--- config.mk ---
export PLATFORM = sky130hd
export DESIGN_NAME = seq_det_scheduler
export DESIGN_NICKNAME = d
export VERILOG_FILES = /design/src/rtl/seq_det_pkg.sv /design/src/rtl/rr_arbiter.sv /design/src/rtl/seq_det_scheduler.sv
export SDC_FILE = /design/constraint.sdc
export NUM_CORES = 1
export LEC_CHECK = 0
export CAP_MARGIN = 5
export CORE_MARGIN = 1.5
export CORE_UTILIZATION = 50
export CTS_BUF_LIST = sky130_fd_sc_hd__clkbuf_8
export DETAILED_ROUTE_END_ITERATION = 16
export HOLD_SLACK_MARGIN = 0.02
export PLACE_DENSITY = 0.87
export SKIP_CTS_REPAIR_TIMING = 1
export SKIP_LAST_GASP = 1
export SLEW_MARGIN = 20
export SYNTH_ARGS = -nofsm -noshare
export SYNTH_HDL_FRONTEND = slang
export SYNTH_SLANG_ARGS = --single-unit
--- constraint.sdc ---
create_clock -name clk -period 4.5 [get_ports clk]
set_input_delay 0.9 -clock clk [delete_from_list [all_inputs] [get_ports clk]]
set_output_delay 0.9 -clock clk [all_outputs]
set_load 0.05 [all_outputs]
--- src/rtl/seq_det_pkg.sv ---
// Shared types and helpers for the sequence-detector scheduler.
// Holds the FSM state enum, default sizes and a saturating increment.
package seq_det_pkg;

    typedef enum logic [2:0] {
        S_IDLE   = 3'd0,
        S_FLUSH  = 3'd1,
        S_FEED   = 3'd2,
        S_DRAIN  = 3'd3,
        S_REPORT = 3'd4
    } sched_state_e;

    localparam int SEQ_FRAME_LEN = 16;
    localparam int SEQ_CNT_W     = 6;

    // Increment that sticks at the all-ones value of a width-bit counter.
    function automatic logic [63:0] sat_inc(input logic [63:0] value, input int width);
        logic [63:0] max_v;
        max_v = (width >= 64) ? '1 : ((64'd1 << width) - 64'd1);
        return (value >= max_v) ? max_v : value + 64'd1;
    endfunction

endpackage

--- src/rtl/rr_arbiter.sv ---
// Combinational rotate-priority arbiter: grants the first request at or
// after ptr, wrapping modulo N.
module rr_arbiter #(
    parameter  int N    = 4,
    localparam int ID_W = (N > 1) ? $clog2(N) : 1
) (
    input  logic [N-1:0]    req,
    input  logic [ID_W-1:0] ptr,
    output logic [N-1:0]    gnt,
    output logic [ID_W-1:0] gnt_id,
    output logic            any
);

    // Walk offsets from the far end so the smallest offset from ptr wins.
    always_comb begin
        int j;
        gnt_id = '0;
        any    = 1'b0;
        j      = 0;
        for (int i = N - 1; i >= 0; i--) begin
            j = int'(ptr) + i;
            if (j >= N) begin
                j = j - N;
            end
            if (req[j]) begin
                gnt_id = ID_W'(j);
                any    = 1'b1;
            end
        end
    end

    for (genvar gi = 0; gi < N; gi++) begin : g_gnt
        assign gnt[gi] = any && (gnt_id == ID_W'(gi));
    end

endmodule

--- src/rtl/seq_det_scheduler.sv ---
// Round-robin scheduler sharing one bit-serial sequence detector: flush,
// feed a frame MSB-first, count hits, report count and requester ID.
module seq_det_scheduler
    import seq_det_pkg::*;
#(
    parameter  int N_REQ     = 4,
    parameter  int FRAME_LEN = SEQ_FRAME_LEN,
    parameter  int CNT_W     = SEQ_CNT_W,
    localparam int ID_W      = (N_REQ > 1) ? $clog2(N_REQ) : 1
) (
    input  logic                       clk,
    input  logic                       rst,
    input  logic [N_REQ-1:0]           req_valid,
    input  logic [N_REQ*FRAME_LEN-1:0] req_data,
    output logic [N_REQ-1:0]           req_ready,
    output logic                       det_rst,
    output logic                       det_i,
    input  logic                       det_out,
    output logic                       done_valid,
    input  logic                       done_ready,
    output logic [ID_W-1:0]            done_id,
    output logic [CNT_W-1:0]           done_hits,
    output logic                       busy
);

    localparam int IDX_W = $clog2(FRAME_LEN);
    localparam logic [IDX_W-1:0] LAST_IDX = IDX_W'(FRAME_LEN - 1);
    localparam logic [ID_W-1:0]  LAST_ID  = ID_W'(N_REQ - 1);

    sched_state_e         state_reg;
    logic [ID_W-1:0]      rr_ptr_reg;
    logic [ID_W-1:0]      cur_id_reg;
    logic [FRAME_LEN-1:0] shift_reg;
    logic [CNT_W-1:0]     hit_cnt_reg;
    logic [CNT_W-1:0]     hit_cnt_next;
    logic [IDX_W-1:0]     bit_idx_reg;
    logic                 det_rst_reg;
    logic                 det_i_reg;
    logic                 done_valid_reg;
    logic [ID_W-1:0]      done_id_reg;
    logic [CNT_W-1:0]     done_hits_reg;

    logic [N_REQ-1:0]     arb_req;
    logic [N_REQ-1:0]     arb_gnt;
    logic [ID_W-1:0]      arb_id;
    logic                 arb_any;

    assign arb_req = (state_reg == S_IDLE) ? req_valid : '0;

    rr_arbiter #(.N(N_REQ)) u_arb (
        .req    (arb_req),
        .ptr    (rr_ptr_reg),
        .gnt    (arb_gnt),
        .gnt_id (arb_id),
        .any    (arb_any)
    );

    // The FEED cycle with bit_idx 0 still shows the flushed detector, so skip it.
    always_comb begin
        hit_cnt_next = hit_cnt_reg;
        if (det_out && (((state_reg == S_FEED) && (bit_idx_reg != '0)) || (state_reg == S_DRAIN))) begin
            hit_cnt_next = CNT_W'(sat_inc(64'(hit_cnt_reg), CNT_W));
        end
    end

    always_ff @(posedge clk) begin
        if (rst) begin
            state_reg      <= S_IDLE;
            rr_ptr_reg     <= '0;
            cur_id_reg     <= '0;
            shift_reg      <= '0;
            hit_cnt_reg    <= '0;
            bit_idx_reg    <= '0;
            det_rst_reg    <= 1'b1;
            det_i_reg      <= 1'b0;
            done_valid_reg <= 1'b0;
            done_id_reg    <= '0;
            done_hits_reg  <= '0;
        end else begin
            case (state_reg)
                S_IDLE: begin
                    det_rst_reg <= 1'b0;
                    if (arb_any) begin
                        shift_reg   <= req_data[int'(arb_id)*FRAME_LEN +: FRAME_LEN];
                        cur_id_reg  <= arb_id;
                        rr_ptr_reg  <= (arb_id == LAST_ID) ? '0 : arb_id + ID_W'(1);
                        hit_cnt_reg <= '0;
                        det_rst_reg <= 1'b1;
                        state_reg   <= S_FLUSH;
                    end
                end
                S_FLUSH: begin
                    det_rst_reg <= 1'b0;
                    det_i_reg   <= shift_reg[FRAME_LEN-1];
                    shift_reg   <= shift_reg << 1;
                    bit_idx_reg <= '0;
                    state_reg   <= S_FEED;
                end
                S_FEED: begin
                    hit_cnt_reg <= hit_cnt_next;
                    if (bit_idx_reg == LAST_IDX) begin
                        det_i_reg <= 1'b0;
                        state_reg <= S_DRAIN;
                    end else begin
                        det_i_reg   <= shift_reg[FRAME_LEN-1];
                        shift_reg   <= shift_reg << 1;
                        bit_idx_reg <= bit_idx_reg + IDX_W'(1);
                    end
                end
                S_DRAIN: begin
                    hit_cnt_reg    <= hit_cnt_next;
                    done_hits_reg  <= hit_cnt_next;
                    done_id_reg    <= cur_id_reg;
                    done_valid_reg <= 1'b1;
                    state_reg      <= S_REPORT;
                end
                S_REPORT: begin
                    if (done_ready) begin
                        done_valid_reg <= 1'b0;
                        state_reg      <= S_IDLE;
                    end
                end
                default: begin
                    state_reg <= S_IDLE;
                end
            endcase
        end
    end

    assign req_ready  = arb_gnt;
    assign det_rst    = det_rst_reg;
    assign det_i      = det_i_reg;
    assign done_valid = done_valid_reg;
    assign done_id    = done_id_reg;
    assign done_hits  = done_hits_reg;
    assign busy       = (state_reg != S_IDLE);

endmodule

==> results of run 1 <==
==> cell usage after synthesis, types with 6 or more instances <==
library cell,instances
mux2i_1,20
dfxtp_1,44
a31oi_1,13
o221ai_1,15
nand3_1,12
inv_1,7
clkbuf_1,18
nand2b_1,8
ha_1,7
nor3_1,6
nand2_1,26
a21oi_1,20
o211ai_1,13
nor3b_1,13
nor2_1,22
==> where the power goes <==
group | switching [uW] | internal, uW
logic | 342 | 265
registers | 66.8 | 471
clock network | 133 | 163
total | 541 | 899
==> through the flow <==
step	cell area (um^2)	instances	hold WS, ns	total power (uW)
after floorplan	2532	303	0.4366	951.4
after global placement	3455	437	0.4437	1129
after detailed placement	3455	437	0.4526	1146
after CTS	3562	445	0.4643	1437
after global routing	3573	446	0.4915	1525
final	3573	446	0.4654	1440
==> cell usage in the layout, fill, tap and decap left out, types with 3 or more instances in the layout <==
cell             instances
clkdlybuf4s50_1         83
dfxtp_1                 44
nand2_1                 26
nor2_1                  22
a21oi_1                 20
mux2i_1                 20
o221ai_1                15
nor3b_1                 13
a31oi_1                 13
o211ai_1                13
nand3_1                 12
nand2b_1                 8
inv_1                    8
ha_1                     7
buf_4                    6
nor3_1                   5
clkbuf_8                 5
nand3b_1                 4
and2_1                   4
and3_1                   4
o21a_1                   4
nor3_2                   3
nor2b_1                  3
nand4_1                  3
mux2_2                   3
o21ai_0                  3
==> final timing paths <==
check / start / to / cells after the start / slack (ns)
hold / removal: cur_id_reg[1] / cur_id_reg[1] / 2 / 0.47
setup reg to reg: state_reg[1] / shift_reg[12] / 5 / 1.79
setup / recovery: req_valid[0] / req_ready[3] / 8 / 0.85
hold reg to reg: cur_id_reg[1] / cur_id_reg[1] / 2 / 0.47
==> worst max-delay path: stages <==
cell	delay (ns)
clkdlybuf4s50_1	0.48
a21oi_1	0.21
a2bb2oi_1	0.34
nand2_1	0.18
inv_1	0.13
ha_1	0.18
and2_1	0.18
buf_12	0.15
==> routing by layer <==
layer | share of wire | track usage
met1 | 0.44 | 0.2834
met4 | 0.012 | 0.07819
met2 | 0.51 | 0.4196
met5 | 0 | 0
met3 | 0.041 | 0.04472
==> layout make-up <==
class	count	area (um^2)
Multi-Input combinational cell	228	1548
Fill cell	358	1212
Timing Repair Buffer	92	927.1
Sequential cell	44	880.8
Tap cell	67	83.83
Clock buffer	5	68.82
Clock inverter	3	38.79
Inverter	7	26.28
==> cell families (layout without fill, tap and decap cells) <==
logic type / after synthesis / after routing / synth area share
mux: 23 / 23 / 0.09239
xor+xnor: 3 / 3 / 0.01038
buf+inv: 31 / 107 / 0.05237
fa+ha+maj: 7 / 7 / 0.03458
compound gates: 82 / 82 / 0.2243
simple gates: 113 / 113 / 0.2381
flops: 44 / 44 / 0.3478
==> flow_summary.json, run 1 <==
{
  "numCtsBuffers": 5,
  "synth_top_area_cell": "dfxtp_1",
  "synth_cell_types": 42,
  "area_growth_syn_to_layout_pct": 41.11,
  "die_h_um": 74.17,
  "avgSynthCellArea_um2": 8.358,
  "endpoint_kind": "output pin",
  "synth-seq-cells": 44,
  "cp.arrival_ns": 2.75,
  "hpwl_mm": 4.689,
  "worstSkewPairLatency_ns": 0.30,
  "io_buffers": 87,
  "diodes": 0,
  "drt-initial-drc-count": 249,
  "worst_setup_path_start_kind": "input port",
  "period_share": 0.8117,
  "nets": 457,
  "hp-class": "register to register",
  "slew_viol_final": 0,
  "drive_gt1_frac": 0.07388,
  "track_usage": 0.2356,
  "wl_per_cell_um": 14.07,
  "peakVddDrop_uv": 218.0,
  "grt_pass1_vias": 2462,
  "leakagePower_uw": 0.001302,
  "rsz0062_at_grt": "false",
  "syn_nets": 382,
  "detail-route-antenna-nets": 0,
  "drc": 0,
  "worst_pin_slew_ns": 0.9607,
  "core-area_mm2": 0.004786,
  "fin_crit_ns": 3.653,
  "worst_ep_required_time_ns": 3.60,
  "clock-root-buffer": "clkbuf_8",
  "synthArstFlopShare": 0,
  "setup_viol_count_final": 0,
  "max-cap-violations": 0,
  "die-area_mm2": 0.005500,
  "ys_top_cells_by_area": "dfxtp_1 35%, mux2i_1 7.9%, o221ai_1 5.2%, a21oi_1 4.0%, nand2_1 3.9%",
  "ys_warn_count": 0,
  "fin_util": 0.7467,
  "grt_pass1_wl_mm": 10.27,
  "critPathMaxFanout": 5,
  "grt_overflow_total": 0,
  "fin_setup_tns_ns": 0,
  "yosysSeqAreaShare": 0.3478,
  "tritoncts": "yes",
  "ios": 88,
  "skew_ns": 0.006912,
  "num_rows": 25,
  "run_status": "completed",
  "antenna_found_initial": 0,
  "fin_ws_ns": 0.8472,
  "post-place-ws_ns": 0.8461,
  "fmax_mhz": 273.8,
  "crit_type": "input port to output pin",
  "max_slew_margin": 0.3560,
  "vias": 2549,
  "clk_pin_slew_ns": 0.07,
  "hold_viol_final": 0,
  "clk_path_buf_depth": 2,
  "htreeDepth": 2,
  "dr.pass1.iters": 4,
  "wirelength_mm": 6.276,
  "synth-edff-count": 0,
  "vias_per_cell": 5.715,
  "cts.sinks": 44,
  "die_w_um": 74.17,
  "cellPowerDensity_mw_per_mm2": 403.0,
  "routabilityCongestion": 0.8642,
  "grt_max_degree": 33,
  "syn_area_mm2": 0.002532,
  "synthCells": 303,
  "largest_reg_flops": 16,
  "synth_top_area_frac": 0.3478,
  "synth_flop_cell": "dfxtp_1",
  "start_util": 0.5292
}
Note: power is estimated with default switching activity, not from simulation.
==> run 2: changes to the inputs <==
--- a/config.mk
+++ b/config.mk
@@ -7,11 +7,11 @@
 export LEC_CHECK = 0
 export CAP_MARGIN = 5
 export CORE_MARGIN = 1.5
-export CORE_UTILIZATION = 50
+export CORE_UTILIZATION = 47
 export CTS_BUF_LIST = sky130_fd_sc_hd__clkbuf_8
 export DETAILED_ROUTE_END_ITERATION = 16
 export HOLD_SLACK_MARGIN = 0.02
-export PLACE_DENSITY = 0.87
+export PLACE_DENSITY = 0.83
 export SKIP_CTS_REPAIR_TIMING = 1
 export SKIP_LAST_GASP = 1
 export SLEW_MARGIN = 20
==> constraint.sdc (replaced) <==
create_clock -name clk -period 3.6 [get_ports clk]
set_input_delay 0.72 -clock clk [delete_from_list [all_inputs] [get_ports clk]]
set_output_delay 0.72 -clock clk [all_outputs]
set_load 0.05 [all_outputs]
==> run 2 against run 1 <==
Against the previous run:
- global-route usage down 2.2 points
- clock-buffer cell count stayed put
- worst hold slack worse by 0.0080 ns
- highest routed layer unchanged
- largest power group unchanged
- clock skew fell by 0.00067 ns
- power is 25% higher
- final cell count increased by 1.1%
- combinational power up 25%
- critical endpoint unchanged
- sequential share of layout area down 0.15 points
==> flow_summary.json, run 2 (synthesized netlist as in run 1, its figures left out) <==
{
  "hp-class": "register to register",
  "r2r_start": "state_reg[1]",
  "drc": 0,
  "detail-route-antenna-nets": 0,
  "grt_overflow_total": 0,
  "worst_ep_required_time_ns": 2.88,
  "endpoint_kind": "output pin",
  "fmax_mhz": 309.5,
  "rsz0062_at_grt": "false",
  "grt_pass1_vias": 2378,
  "power.total_uw": 1802,
  "multi_input_area_mm2": 0.001548,
  "num_rows": 26,
  "seq_area_um2": 880.8,
  "grt_pass1_wl_mm": 10.43,
  "leakagePower_uw": 0.001313,
  "max_slew_margin": 0.3640,
  "path_common_cell": "nand2_1",
  "cts.sinks": 44,
  "htreeDepth": 2,
  "final_common_cell": "clkdlybuf4s50_1",
  "drt-initial-drc-count": 158,
  "fin_setup_tns_ns": 0,
  "rr_worst_depth": 6,
  "cp-endpoint": "req_ready[3]",
  "diodes": 0,
  "wirelength_mm": 6.238,
  "tritoncts": "yes",
  "antenna_found_initial": 0,
  "largest_reg_flops": 16,
  "peakVddDrop_uv": 327.7,
  "hold_viol_final": 0,
  "p_int_uw": 1132,
  "critPathSlowestCell": "clkdlybuf4s50_1",
  "io_buffers": 87,
  "switchingPower_uw": 669.7,
  "post-place-ws_ns": 0.3533,
  "crit_buf_inv": 3,
  "worstSkewPairLatency_ns": 0.30,
  "area_growth_syn_to_layout_pct": 42.00,
  "grt_max_degree": 46,
  "vias_per_cell": 5.610,
  "slew_viol_final": 0,
  "dr.pass1.iters": 4,
  "die_h_um": 76.41,
  "vias": 2530,
  "cp-startpoint": "req_valid[0]",
  "fin_ws_ns": 0.3694,
  "clk_path_buf_depth": 2,
  "hpwl_mm": 4.607,
  "crit_family": "buffers and inverters",
  "ios": 88,
  "critPathMaxFanout": 5,
  "wl_per_cell_um": 13.83,
  "run_status": "completed",
  "max-cap-violations": 0,
  "share_comb_of_total_power": 0.422,
  "p_seq_frac": 0.374,
  "switching_share": 0.3716,
  "clkPwrFrac": 0.204,
  "drive_gt1_frac": 0.07874,
  "die-area_mm2": 0.005838,
  "track_usage": 0.2138,
  "r2r_slack_ns": 1.08,
  "numCtsBuffers": 5,
  "worst_setup_path_start_kind": "input port",
  "skew_ns": 0.006239,
  "crit_type": "input port to output pin",
  "worst_pin_slew_ns": 0.9489,
  "routabilityCongestion": 0.8487,
  "worstSetupPathDepth": 9,
  "final_cell_mix": "83 x clkdlybuf4s50_1, 44 x dfxtp_1, 26 x nand2_1",
  "path_cells": "clkdlybuf4s50_1 -> nand2_1 -> nand3b_1 -> a2bb2oi_1 -> nand2_1 -> inv_1 -> ha_1 -> and2_1 -> buf_12",
  "cellPowerDensity_mw_per_mm2": 501.2,
  "clock-root-buffer": "clkbuf_8",
  "fillers": 442,
  "fin_crit_ns": 3.231,
  "place_area_mm2": 0.003473,
  "cp.arrival_ns": 2.51,
  "start_util": 0.4927,
  "r2r_end": "shift_reg[12]",
  "core-area_mm2": 0.005140,
  "max_stage_delay_ns": 0.49,
  "setup_viol_count_final": 0,
  "die_w_um": 76.41,
  "clk_pin_slew_ns": 0.08,
  "nets": 459,
  "stdcell_area_mm2": 0.003596,
  "period_share": 0.8974
}
run 2: cell count changes in the layout (fill, tap and decap cells not counted):
cell,before,now
buf_4,6,8
buf_6,1,0
buf_8,0,1
run 2: layout make-up:
type / instances / area share
sequential: 44 / 0.2450
inverter: 7 / 0.007307
multi-input combinational: 228 / 0.4304
timing repair buffer: 94 / 0.2630
clock inverter: 3 / 0.01079
tap: 70 / 0.02436
clock buffer: 5 / 0.01914
run 2: metrics by stage:
step / hold WS (ns) / utilization / instances
final: 0.4574 / 0.6996 / 451
after global routing: 0.4756 / 0.6996 / 451
after CTS: 0.4615 / 0.6967 / 450
after detailed placement: 0.4498 / 0.6758 / 442
after global placement: 0.4441 / 0.6758 / 442
after floorplan: 0.4366 / - / 303
run 2: metal layers:
metal / part of all wire / global-route usage
met1: 0.44 / 0.2665
met2: 0.50 / 0.3723
met3: 0.052 / 0.04671
met4: 0.0034 / 0.05370
met5: 0 / 0
run 2: tightest hold or removal path, cell delays in order (launching register included):
cell and delay, ns:
dfxtp_1 0.31, nand2_1 0.05, a21oi_1 0.05
run 2: power by group through the flow:
stage | Clock, uW | Sequential, uW | Combinational [uW]
finish | 368 | 674 | 760
global route | 395 | 689 | 834
CTS | 373 | 673 | 758
detailed placement | 0 | 683 | 754
global placement | 0 | 679 | 745
floorplan | 0 | 669 | 520
run 2: worst min-delay path by stage:
stage          cells after the start            end     startpoint
2_1_floorplan                      2  cur_id_reg[0]  cur_id_reg[0]
3_3_place_gp                       2     done_id[1]     done_id[1]
3_5_place_dp                       2     done_id[0]     done_id[0]
4_1_cts                            2     done_id[0]     done_id[0]
5_1_grt                            2     done_id[0]     done_id[0]
6_report                           2     done_id[1]     done_id[1]
==> run 3: changes to the inputs <==
--- a/config.mk
+++ b/config.mk
@@ -7,11 +7,13 @@
 export LEC_CHECK = 0
 export CAP_MARGIN = 5
 export CORE_MARGIN = 1.5
-export CORE_UTILIZATION = 47
+export CORE_UTILIZATION = 55
 export CTS_BUF_LIST = sky130_fd_sc_hd__clkbuf_8
+export CTS_CLUSTER_SIZE = 40
 export DETAILED_ROUTE_END_ITERATION = 16
+export DONT_BUFFER_PORTS = 1
 export HOLD_SLACK_MARGIN = 0.02
-export PLACE_DENSITY = 0.83
+export PLACE_DENSITY = 0.7
 export SKIP_CTS_REPAIR_TIMING = 1
 export SKIP_LAST_GASP = 1
 export SLEW_MARGIN = 20
==> run 3 against run 2 <==
Against the previous run:
- global-route usage rose by 0.37 points
- power fell by 12%
- final cell count fell by 24%
- critical endpoint is now req_ready[0]
- worst hold slack improved by 0.0024 ns
- fmax rose by 5.7%
- wire length fell by 15%
- non-clock buffer count fell by 90
- register-to-register slack improved by 0.28 ns
- cell area fell by 26%
- flip-flop and latch count did not move
- critical path type is now register to output pin
==> flow_summary.json, run 3 (synthesized netlist as in run 1, its figures left out) <==
{
  "run_status": "completed",
  "multi_input_area_mm2": 0.001548,
  "critPathMaxFanout": 16,
  "start_util": 0.5776,
  "worst_ep_required_time_ns": 2.88,
  "grt_pass1_wl_mm": 8.935,
  "grt_pass1_vias": 1986,
  "final_cell_mix": "44 x dfxtp_1, 26 x nand2_1, 22 x nor2_1",
  "max_slew_margin": 0.3964,
  "wirelength_mm": 5.295,
  "r2r_end": "shift_reg[13]",
  "num_rows": 24,
  "cp.arrival_ns": 2.34,
  "dr.pass1.iters": 4,
  "worst_pin_slew_ns": 0.9005,
  "hold_viol_final": 0,
  "routabilityCongestion": 0.8105,
  "cp-endpoint": "req_ready[0]",
  "diodes": 0,
  "numCtsBuffers": 5,
  "io_buffers": 0,
  "core-area_mm2": 0.004384,
  "cellPowerDensity_mw_per_mm2": 600.9,
  "die-area_mm2": 0.005020,
  "nets": 369,
  "detail-route-antenna-nets": 0,
  "drt-initial-drc-count": 106,
  "htreeDepth": 2,
  "cts.sinks": 44,
  "clock-root-buffer": "clkbuf_8",
  "hp-class": "register to register",
  "tritoncts": "yes",
  "clk_pin_slew_ns": 0.09,
  "r2r_slack_ns": 1.36,
  "area_growth_syn_to_layout_pct": 4.694,
  "fmax_mhz": 327.2,
  "max-cap-violations": 0,
  "vias_per_cell": 6.283,
  "cp-startpoint": "state_reg[1]",
  "die_w_um": 70.86,
  "skew_ns": 0.009168,
  "slew_viol_final": 0,
  "grt_overflow_total": 0,
  "leakagePower_uw": 0.0009415,
  "r2r_start": "state_reg[1]",
  "fin_setup_tns_ns": 0,
  "final_common_cell": "dfxtp_1",
  "peakVddDrop_uv": 283.9,
  "worstSkewPairLatency_ns": 0.30,
  "stdcell_area_mm2": 0.002651,
  "clk_path_buf_depth": 2,
  "antenna_found_initial": 0,
  "track_usage": 0.2175,
  "vias": 2155,
  "die_h_um": 70.86,
  "setup_viol_count_final": 0,
  "grt_max_degree": 47,
  "place_area_mm2": 0.002542,
  "hpwl_mm": 3.793,
  "fillers": 389,
  "wl_per_cell_um": 15.44,
  "ios": 88,
  "drive_gt1_frac": 0.07904,
  "rr_worst_depth": 6,
  "fin_crit_ns": 3.057,
  "largest_reg_flops": 16,
  "crit_type": "register to output pin",
  "seq_area_um2": 880.8,
  "drc": 0,
  "worst_setup_path_start_kind": "register",
  "period_share": 0.8490,
  "endpoint_kind": "output pin",
  "rsz0062_at_grt": "false"
}
## run 3: changes by cell type in the layout (fill, tap and decap cells not counted), sizes merged
cell           before  now
clkdlybuf4s50      83    0
buf                11    4
bufinv              1    0
clkbuf              5    6
clkinv              1    0
clkinvlp            0    1
## run 3: how the worst min path moves through the flow
stage                  startpoint            end  depth (start not counted)
finish              cur_id_reg[0]  cur_id_reg[0]                          2
global route                  rst  cur_id_reg[0]                          1
CTS                 cur_id_reg[0]  cur_id_reg[0]                          2
detailed placement  cur_id_reg[0]  cur_id_reg[0]                          2
global placement    cur_id_reg[0]  cur_id_reg[0]                          2
floorplan           cur_id_reg[0]  cur_id_reg[0]                          2
## run 3: per-layer routing
layer / global-route usage / vias up / wire, um
li1: - / 1099 / -
met1: 0.2737 / 967 / 2369
met2: 0.3645 / 76 / 2529
met3: 0.03419 / 13 / 253
met4: 0.1027 / 0 / 144
met5: 0 / - / 0
## run 3: critical path: stages, from the launching register on
cell	delay, ns
dfxtp_1	0.50
nor3_2	0.40
inv_1	0.31
nor2_1	0.33
and2_1	0.49
## run 3: area by class of cell
class | count | share of cell area
inverters | 7 | 0.009910
clock buffers | 6 | 0.03115
well taps | 52 | 0.02454
repair buffers | 4 | 0.01416
multi-input cells | 228 | 0.5838
clock inverters | 2 | 0.004247
flip-flops and latches | 44 | 0.3322
## run 3: metrics by stage
step	util	setup slack, ns	hold slack, ns	total power (uW)	instances
2_1_floorplan	-	0.6100	0.4366	1189	303
3_3_place_gp	0.5799	0.8769	0.4496	1270	334
3_5_place_dp	0.5799	0.8432	0.4514	1282	334
4_1_cts	0.6013	0.5396	0.4624	1596	342
5_1_grt	0.6047	0.3575	0.4813	1709	343
6_report	0.6047	0.5435	0.4598	1593	343
## run 3: power by group
part	switching [uW]	total [uW]	internal, uW
logic	353	572	219
clock network	163	316	153
registers	116	704	589
total	632	1590	961
